$ cat src/rtl/traffic_pkg.sv
// ============================================================================
// Module  : traffic_pkg
// Brief   : Shared state encoding and light patterns for the two-road
//           intersection controller. NIGHT exists only with NIGHT_MODE_EN.
// Revision: 1.0 - initial release
// ============================================================================
`default_nettype none

package traffic_pkg;

    localparam int STATE_W = 3;
    localparam int COUNT_W = 7;
    localparam int LIGHT_W = 3;

    typedef enum logic [STATE_W-1:0] {
        MAIN_GREEN  = 3'd0,
        MAIN_YELLOW = 3'd1,
        SIDE_GREEN  = 3'd2,
`ifdef NIGHT_MODE_EN
        SIDE_YELLOW = 3'd3,
        NIGHT       = 3'd4
`else
        SIDE_YELLOW = 3'd3
`endif
    } state_t;

    // Light patterns are {R,Y,G}
    localparam logic [LIGHT_W-1:0] LT_RED = 3'b100;
    localparam logic [LIGHT_W-1:0] LT_YEL = 3'b010;
    localparam logic [LIGHT_W-1:0] LT_GRN = 3'b001;
    localparam logic [LIGHT_W-1:0] LT_OFF = 3'b000;

    function automatic logic [COUNT_W-1:0] to_count(input int ticks);
        return ticks[COUNT_W-1:0];
    endfunction

endpackage : traffic_pkg

`default_nettype wire

$ cat src/rtl/tick_gen.sv
// ============================================================================
// Module  : tick_gen
// Brief   : Free-running divider producing a registered one-cycle enable
//           every DIV clocks; no derived clock is generated.
// Revision: 1.0 - initial release
// ============================================================================
`default_nettype none

module tick_gen #(
    parameter int DIV = 50000000
) (
    input  logic CLK_50M,
    input  logic CLR,
    output logic tick
);

    localparam int CW = (DIV > 1) ? $clog2(DIV) : 1;
    localparam logic [CW-1:0] C_LAST = CW'(DIV - 1);

    logic [CW-1:0] r_cnt;
    logic          r_tick;
    logic          w_wrap;

    assign w_wrap = (r_cnt == C_LAST);

    always_ff @(posedge CLK_50M or posedge CLR) begin
        if (CLR) begin
            r_cnt  <= '0;
            r_tick <= 1'b0;
        end else begin
            r_cnt  <= w_wrap ? '0 : r_cnt + 1'b1;
            r_tick <= w_wrap;
        end
    end

    assign tick = r_tick;

endmodule : tick_gen

`default_nettype wire

$ cat src/rtl/traffic_light_ctrl.sv
// ============================================================================
// Module  : traffic_light_ctrl
// Brief   : Main/side intersection controller: 1 Hz tick, Moore phase FSM,
//           latched side-road requests, seconds countdown. Optional night
//           blink mode via NIGHT_MODE_EN.
// Revision: 1.0 - initial release
// ============================================================================
`default_nettype none

module traffic_light_ctrl
    import traffic_pkg::*;
#(
    parameter int CLK_FREQ     = 50000000,
    parameter int TICK_FREQ    = 1,
    parameter int T_GREEN      = 25,
    parameter int T_SIDE_GREEN = 15,
    parameter int T_YELLOW     = 5
) (
    input  logic         CLK_50M,
    input  logic         CLR,
    input  logic         side_req,
`ifdef NIGHT_MODE_EN
    input  logic         night,
`endif
    output logic [2:0]   main_light,
    output logic [2:0]   side_light,
    output logic [6:0]   count_sec,
    output logic         tick
);

    localparam int DIV = CLK_FREQ / TICK_FREQ;

    localparam logic [COUNT_W-1:0] C_T_GREEN  = to_count(T_GREEN);
    localparam logic [COUNT_W-1:0] C_T_SGREEN = to_count(T_SIDE_GREEN);
    localparam logic [COUNT_W-1:0] C_T_YELLOW = to_count(T_YELLOW);

    logic                 w_tick;

    state_t               r_state;
    logic [COUNT_W-1:0]   r_count;
    logic [LIGHT_W-1:0]   r_main;
    logic [LIGHT_W-1:0]   r_side;
    logic                 r_req;

    state_t               w_state_nxt;
    logic [COUNT_W-1:0]   w_count_nxt;
    logic [LIGHT_W-1:0]   w_main_nxt;
    logic [LIGHT_W-1:0]   w_side_nxt;
    logic                 w_serve;

    tick_gen #(
        .DIV     (DIV)
    ) u_tick_gen (
        .CLK_50M (CLK_50M),
        .CLR     (CLR),
        .tick    (w_tick)
    );

    always_ff @(posedge CLK_50M or posedge CLR) begin
        if (CLR) begin
            r_state <= MAIN_GREEN;
            r_count <= C_T_GREEN;
            r_main  <= LT_GRN;
            r_side  <= LT_RED;
            r_req   <= 1'b0;
        end else begin
            r_state <= w_state_nxt;
            r_count <= w_count_nxt;
            r_main  <= w_main_nxt;
            r_side  <= w_side_nxt;
            // Entering side green serves the waiting vehicle, so clear beats set
            r_req   <= (r_req | side_req) & ~w_serve;
        end
    end

    always_comb begin
        w_state_nxt = r_state;
        w_count_nxt = r_count;
        w_main_nxt  = r_main;
        w_side_nxt  = r_side;

        case (r_state)
            MAIN_GREEN, MAIN_YELLOW, SIDE_GREEN, SIDE_YELLOW
`ifdef NIGHT_MODE_EN
            , NIGHT
`endif
            : begin
                if (w_tick) begin
`ifdef NIGHT_MODE_EN
                    if (night) begin
                        w_state_nxt = NIGHT;
                        w_count_nxt = '0;
                        if (r_state == NIGHT && r_main == LT_YEL) begin
                            w_main_nxt = LT_OFF;
                            w_side_nxt = LT_OFF;
                        end else begin
                            w_main_nxt = LT_YEL;
                            w_side_nxt = LT_YEL;
                        end
                    end else if (r_state == NIGHT) begin
                        w_state_nxt = MAIN_GREEN;
                        w_count_nxt = C_T_GREEN;
                        w_main_nxt  = LT_GRN;
                        w_side_nxt  = LT_RED;
                    end else
`endif
                    if (r_count > 7'd1) begin
                        w_count_nxt = r_count - 7'd1;
                    end else begin
                        case (r_state)
                            MAIN_GREEN: begin
                                // Without a pending request main green extends indefinitely
                                if (r_req) begin
                                    w_state_nxt = MAIN_YELLOW;
                                    w_count_nxt = C_T_YELLOW;
                                    w_main_nxt  = LT_YEL;
                                    w_side_nxt  = LT_RED;
                                end
                            end
                            MAIN_YELLOW: begin
                                w_state_nxt = SIDE_GREEN;
                                w_count_nxt = C_T_SGREEN;
                                w_main_nxt  = LT_RED;
                                w_side_nxt  = LT_GRN;
                            end
                            SIDE_GREEN: begin
                                w_state_nxt = SIDE_YELLOW;
                                w_count_nxt = C_T_YELLOW;
                                w_main_nxt  = LT_RED;
                                w_side_nxt  = LT_YEL;
                            end
                            default: begin
                                w_state_nxt = MAIN_GREEN;
                                w_count_nxt = C_T_GREEN;
                                w_main_nxt  = LT_GRN;
                                w_side_nxt  = LT_RED;
                            end
                        endcase
                    end
                end
            end
            default: begin
                // Corrupted encoding: recover through yellow, side held red
                w_state_nxt = MAIN_YELLOW;
                w_count_nxt = C_T_YELLOW;
                w_main_nxt  = LT_YEL;
                w_side_nxt  = LT_RED;
            end
        endcase
    end

    assign w_serve = (w_state_nxt == SIDE_GREEN) && (r_state != SIDE_GREEN);

    assign main_light = r_main;
    assign side_light = r_side;
    assign count_sec  = r_count;
    assign tick       = w_tick;

endmodule : traffic_light_ctrl

`default_nettype wire

$ cat config.mk
export PLATFORM = sky130hd
export DESIGN_NAME = traffic_light_ctrl
export DESIGN_NICKNAME = d
export VERILOG_FILES = /design/src/rtl/traffic_pkg.sv /design/src/rtl/tick_gen.sv /design/src/rtl/traffic_light_ctrl.sv
export SDC_FILE = /design/constraint.sdc
export NUM_CORES = 1
export LEC_CHECK = 0
export ABC_AREA = 0
export CAP_MARGIN = 20
export CORE_UTILIZATION = 30
export DETAILED_ROUTE_END_ITERATION = 16
export SLEW_MARGIN = 10
export SYNTH_ARGS = -nofsm -noshare
export SYNTH_HDL_FRONTEND = slang
export SYNTH_HIERARCHICAL = 1
export SYNTH_SLANG_ARGS = --single-unit
$ cat constraint.sdc
create_clock -name CLK_50M -period 2 [get_ports CLK_50M]
set_input_delay 0.5 -clock CLK_50M [delete_from_list [all_inputs] [get_ports CLK_50M]]
set_output_delay 0.5 -clock CLK_50M [all_outputs]
set_load 0.02 [all_outputs]
# Word level (Yosys, flattened, before mapping)
# Cells that the tools add are included.
# word_totals
memories	0
register_bits	44
inputBits	3
out_inout_bits	14
rom_bits	0
latch_bits	0
ram_bits	0
elab_cells	50
# classes
mux	21
n_bitwise	3
magnitude_cmp	1
n_addsub	2
reduce_logical	6
div	0
n_eq_ne	10
shift	0
multipliers	0
# ops
cell	count
2-to-1 mux 3 bit	12
2-to-1 mux 7 bit	4
adder 26 x 1 -> 26 bit (second input constant)	1
== test 26 bit (second input constant)	1
2-to-1 mux 26 bit	1
case mux 7 bit (3 select lines)	1
case mux 3 bit (3 select lines)	2
== test 3 x 2 -> 1 bit (second input constant)	3
greater-than comparator 7 x 1 -> 1 bit (second input constant)	1
subtractor 7 x 1 -> 7 bit (second input constant)	1
case mux 3 bit (2 select lines)	1
inequality test 4 bit (second input constant)	1
OR reduction 4 bit	1
== test 3 x 1 -> 1 bit (second input constant)	1
zero test 3 bit	1
inequality test 3 x 2 -> 1 bit (second input constant)	1
inequality test 3 bit (second input constant)	1
AND reduction 3 bit	1
inequality test 2 x 1 -> 1 bit (second input constant)	1
inequality test 2 bit (second input constant)	1
AND reduction 2 bit	1
OR reduction 2 bit	1
AND 1 bit	1
logical AND 1 bit	1
other kinds (2)	2

# Longest topological paths before layout
# logic_depth
ltp_word	9
depth_mapped	6

# By module
# The synthesis kept the hierarchy.
# by_module_without_submodules
mod	n_inst	cells_each	area_per_inst_um2
tick_gen	1	128	1323.8
traffic_light_ctrl	1	109	1009.7

# Worst setup path before layout
# OpenSTA, ideal clock, no wires.
# synth_timing
path_type	register to register
start	register u_tick_gen.r_cnt[2]
end	register u_tick_gen.r_cnt[25]
period_less_slack_ps	1902
path_slack_ps	98
t_arrival_ps	1825
stages_incl_launch_ff	6
path_buffers	1
cell_sequence	dfrtp_1 > nand4_2 > or4_1 > buf_2 > or4_1 > a21oi_1
# synth_between
elab_chain_len	2
elab_cells_between_ends	3
cone_classes	1 x add/sub; 1 x eq/ne; 1 x mux
# synth_lines
item	line	rtl
start, declared	tick_gen.sv:20	logic [CW-1:0] r_cnt;
start signal, assigned	tick_gen.sv:31	r_cnt <= w_wrap ? '0 : r_cnt + 1'b1;
adder 26 x 1 -> 26 bit or == test 26 bit (tied branches)	tick_gen.sv:31, tick_gen.sv:24	
2-to-1 mux 26 bit (*)	tick_gen.sv:31	
# Every way passes the cells marked *; elsewhere a longest branch is shown, timed or not.
# A chain may end at the register's enable or synchronous reset.

# Final worst setup path
# layout_timing
start	register r_main[0] (netlist: main_light[0])
end	output port main_light[0]
# layout_lines
item	line	rtl
start, declared	traffic_light_ctrl.sv:41	logic [LIGHT_W-1:0] r_main;
start signal, assigned	traffic_light_ctrl.sv:69	r_main <= w_main_nxt;
end, declared	traffic_light_ctrl.sv:25	output logic [2:0] main_light,
# No word-level cell between the ends.

==> metrics.md <==
| Metric | Value |
|---|---|
| First-pass GRT wire length | `8700 um` |
| Initial core utilization | `31.7%` |
| Sequential Area | `0.00111 sq mm` |
| CP max stage delay | `590 ps` |
| Buffers on Ports | `16` |
| Antenna-violating nets left | `0` |
| Reg clk slew, reported paths | `80 ps` |
| Clock latency on the worst-skew pair | `300 ps` |
| Hold buffer count at cts | `0` |
| GRT Residual Overflow | `0` |
| Initial antenna violation count | `0` |
| #FFs+latches synth | `44` |
| Highest clock rate | `520 MHz` |
| Residual DRC | `0` |
| Final Non-Filler Cells | `376` |
| Ys async rst share | `100%` |
| Hold WS | `464 ps` |
| Layout Nets | `283` |
| Peak supply drop | `290 uV` |
| Status | `finished clean` |
| Crit. End Element | `output pin` |
| Number of global-route vias before repair | `1,864` |
| Tcrit/Tclk final | `96.2%` |
| Kind of critical path | `reg2out` |
| Fillers | `738` |
| Final Skew | `6.96 ps` |
| Total core area | `0.00737 sq mm` |
| Placed cell count | `368` |
| Crit-path max FO | `2` |
| Top delay family on crit path | `buffers and inverters` |
| Syn nets | `244` |
| Leak Pwr | `0.00126 uW` |
| CTS sink count | `44` |
| Post-CTS setup buffers | `0` |
| Vias per inst | `5.10` |
| DR pass1 iterations | `4` |
| TNS Setup | `0 ps` |
| Worst path bufs/invs | `1` |
| Multi-input gate area | `0.00115 sq mm` |
| Register share of total power | `58.9%` |
| Cell Pwr Density | `531 mW/mm^2` |
| Max-Cap Viols | `0` |
| Primary FF master, synth | `dfrtp_1` |
| Pin count of the biggest net entering global routing | `28` |
| Hold Fails Final Rpt | `0` |
| Post-synthesis sequential area ratio | `47.5%` |
| Syn Area/Cell | `9.85 sq um` |
| Clock Power Share | `38.4%` |
| Switch share | `22.1%` |
| CP Cell Sequence | `clkdlybuf4s50_1` |
| CTS tree | `built` |
| Antenna diodes | `0` |
| Post-layout min period | `1920 ps` |
| Int Power | `1180 uW` |
| Clock Tree Root | `clkbuf_8` |
| Max Slew Vio Count | `0` |
| Avg WL per Cell | `13.0 um` |
| WL final | `4900 um` |
| Final setup violation count | `0` |
| Die width | `90.2 um` |
| GP Congestion | `0.818` |
| All-Layer GR Usage | `13.0%` |
| H-tree Lvls | `2` |
| Area delta synth->final | `22.0%` |
| Drt first-iter violations | `52` |
| Number of synthesized flops with an enable pin | `0` |
| Worst Hold Class | `reg2reg` |
| Req. time, crit path | `1500 ps` |
| CP arrival | `1420 ps` |
| Combinational share of power | `2.6%` |
| Synth Cell Area | `0.00233 sq mm` |
| Total net switching power | `334 uW` |
| Crit-path slowest cell | `clkdlybuf4s50_1` |
| Max clock buf depth | `2` |
| CTS buffer count | `5` |
| Vias | `1,919` |
| Share of layout cells above drive strength 1 | `16.6%` |
| Die Span Y | `90.2 um` |
| Yosys cell types | `44` |
| Die area | `0.00814 sq mm` |
| RSZ-0062 raised after global routing | `no` |
| Mapped Cells | `237` |
| Yosys warnings | `6` |
| DP Wirelength | `3650 um` |
| # rows | `31` |
| IO Pins | `17` |
| Startpoint types | `flip-flop` |
power groups by stage:
stage	logic [uW]	clock network, uW	registers [uW]
global placement	42.3	0	908
floorplan	25.6	0	908
global route	47.4	637	891
detailed placement	41.6	0	908
finish	39.8	581	891
CTS	41.7	605	891
worst reg2reg max path: cells and delay by family (launching register included):
family          cells  cell delay [ps]
simple gates        3             1040
flops               1              440
fa+ha+maj           1              200
compound gates      1              150
synthesized netlist by cell type, types with 6 or more instances:
cell type  count  area share [%]
and3_1         6             1.6
nor3_1         7             1.5
nor2_1        17             2.7
a21oi_1       15             3.2
dfrtp_1       39              42
o21ai_0       10             2.1
nand3_1       13             2.8
o31ai_1        8             2.6
nand2_1       14             2.3
xor2_1        10             3.8
or4_1          6             1.9
xnor2_1        6             2.3
nand4_1        8             2.1
inv_1         12             1.9
stage by stage:
step	instance area, sq um	total power [uW]	setup slack [ps]	utilization [%]
after floorplan	2330	933	97.7	-
after global routing	2850	1580	3.70	38.6
after detailed placement	2750	950	93.6	37.4
after CTS	2840	1540	60.9	38.6
after global placement	2750	950	137	37.4
final	2850	1510	75.2	38.6
per-layer routing:
layer / vias up / global-route usage, % / wire length, um
li1: 943 / - / -
met1: 919 / 17.5 / 2300
met2: 50 / 21.0 / 2320
met3: 7 / 2.62 / 203
met4: 0 / 3.90 / 76
met5: - / 0 / 0
sequential cells by signal, summed over array words and instances (netlist names):
name	count
r_state	3
u_tick_gen/r_cnt	26
u_tick_gen/tick	1
main_light	3
count_sec	7
side_light	3
r_req	1
path summary, 6_finish.rpt:
check | start | to | slack, ps | cells after the start
worst max-delay path | main_light[0]$_DFFE_PP1P_ | main_light[0] | 80 | 1
worst min-delay path | side_light[2]$_DFFE_PP1P_ | side_light[2]$_DFFE_PP1P_ | 460 | 2
worst max register to register | u_tick_gen/r_cnt[1]$_DFF_PP0_ | u_tick_gen/r_cnt[22]$_DFF_PP0_ | 110 | 5
worst min register to register | side_light[2]$_DFFE_PP1P_ | side_light[2]$_DFFE_PP1P_ | 460 | 2
max in group asynchronous | CLR | u_tick_gen/r_cnt[4]$_DFF_PP0_ | 1160 | 3
min in group asynchronous | CLR | main_light[2]$_DFFE_PP0P_ | 540 | 3
kinds of logic after synthesis:
kind of cell	count (synthesis)	synth area share, %
AND/OR/NAND/NOR	98	25.0
AO/OA/AOI/OAI	51	14.0
flip-flops	44	47.5
buffers and inverters	19	3.48
XOR/XNOR	16	6.01
adder cells (fa/ha/maj)	4	2.14
multiplexers	4	1.72
other	1	0.161
cells in the final DEF (no fill, tap or decap), types with 3 or more instances in the layout:
cell type	instances
a211oi_1	4
a21oi_1	15
a31oi_1	3
and3_1	6
and4_1	5
buf_4	23
clkbuf_8	6
clkdlybuf4s50_1	13
dfrtp_1	39
dfstp_2	5
dlygate4sd2_1	3
ha_1	4
inv_1	12
mux2i_1	4
nand2_1	14
nand3_1	13
nand4_1	8
nor2_1	17
nor2b_1	3
nor3_1	7
o21ai_0	10
o31ai_1	8
or2_2	3
or3_1	5
or4_1	5
xnor2_1	6
xor2_1	10
timing repair:
action | CTS | global route
endpoints found under the hold margin | 0 | 0
resized for setup | 3 | 1
endpoints found under the setup margin | 3 | 2
area by class of cell:
cell class / count / share of cell area (%)
clock inverter: 2 / 0.352
tap: 99 / 4.35
clock buffer: 6 / 2.90
multi-input combinational: 174 / 40.4
timing repair buffer: 39 / 11.6
sequential: 44 / 38.9
inverter: 12 / 1.58
No activity file was read; power rests on OpenSTA's default activity.
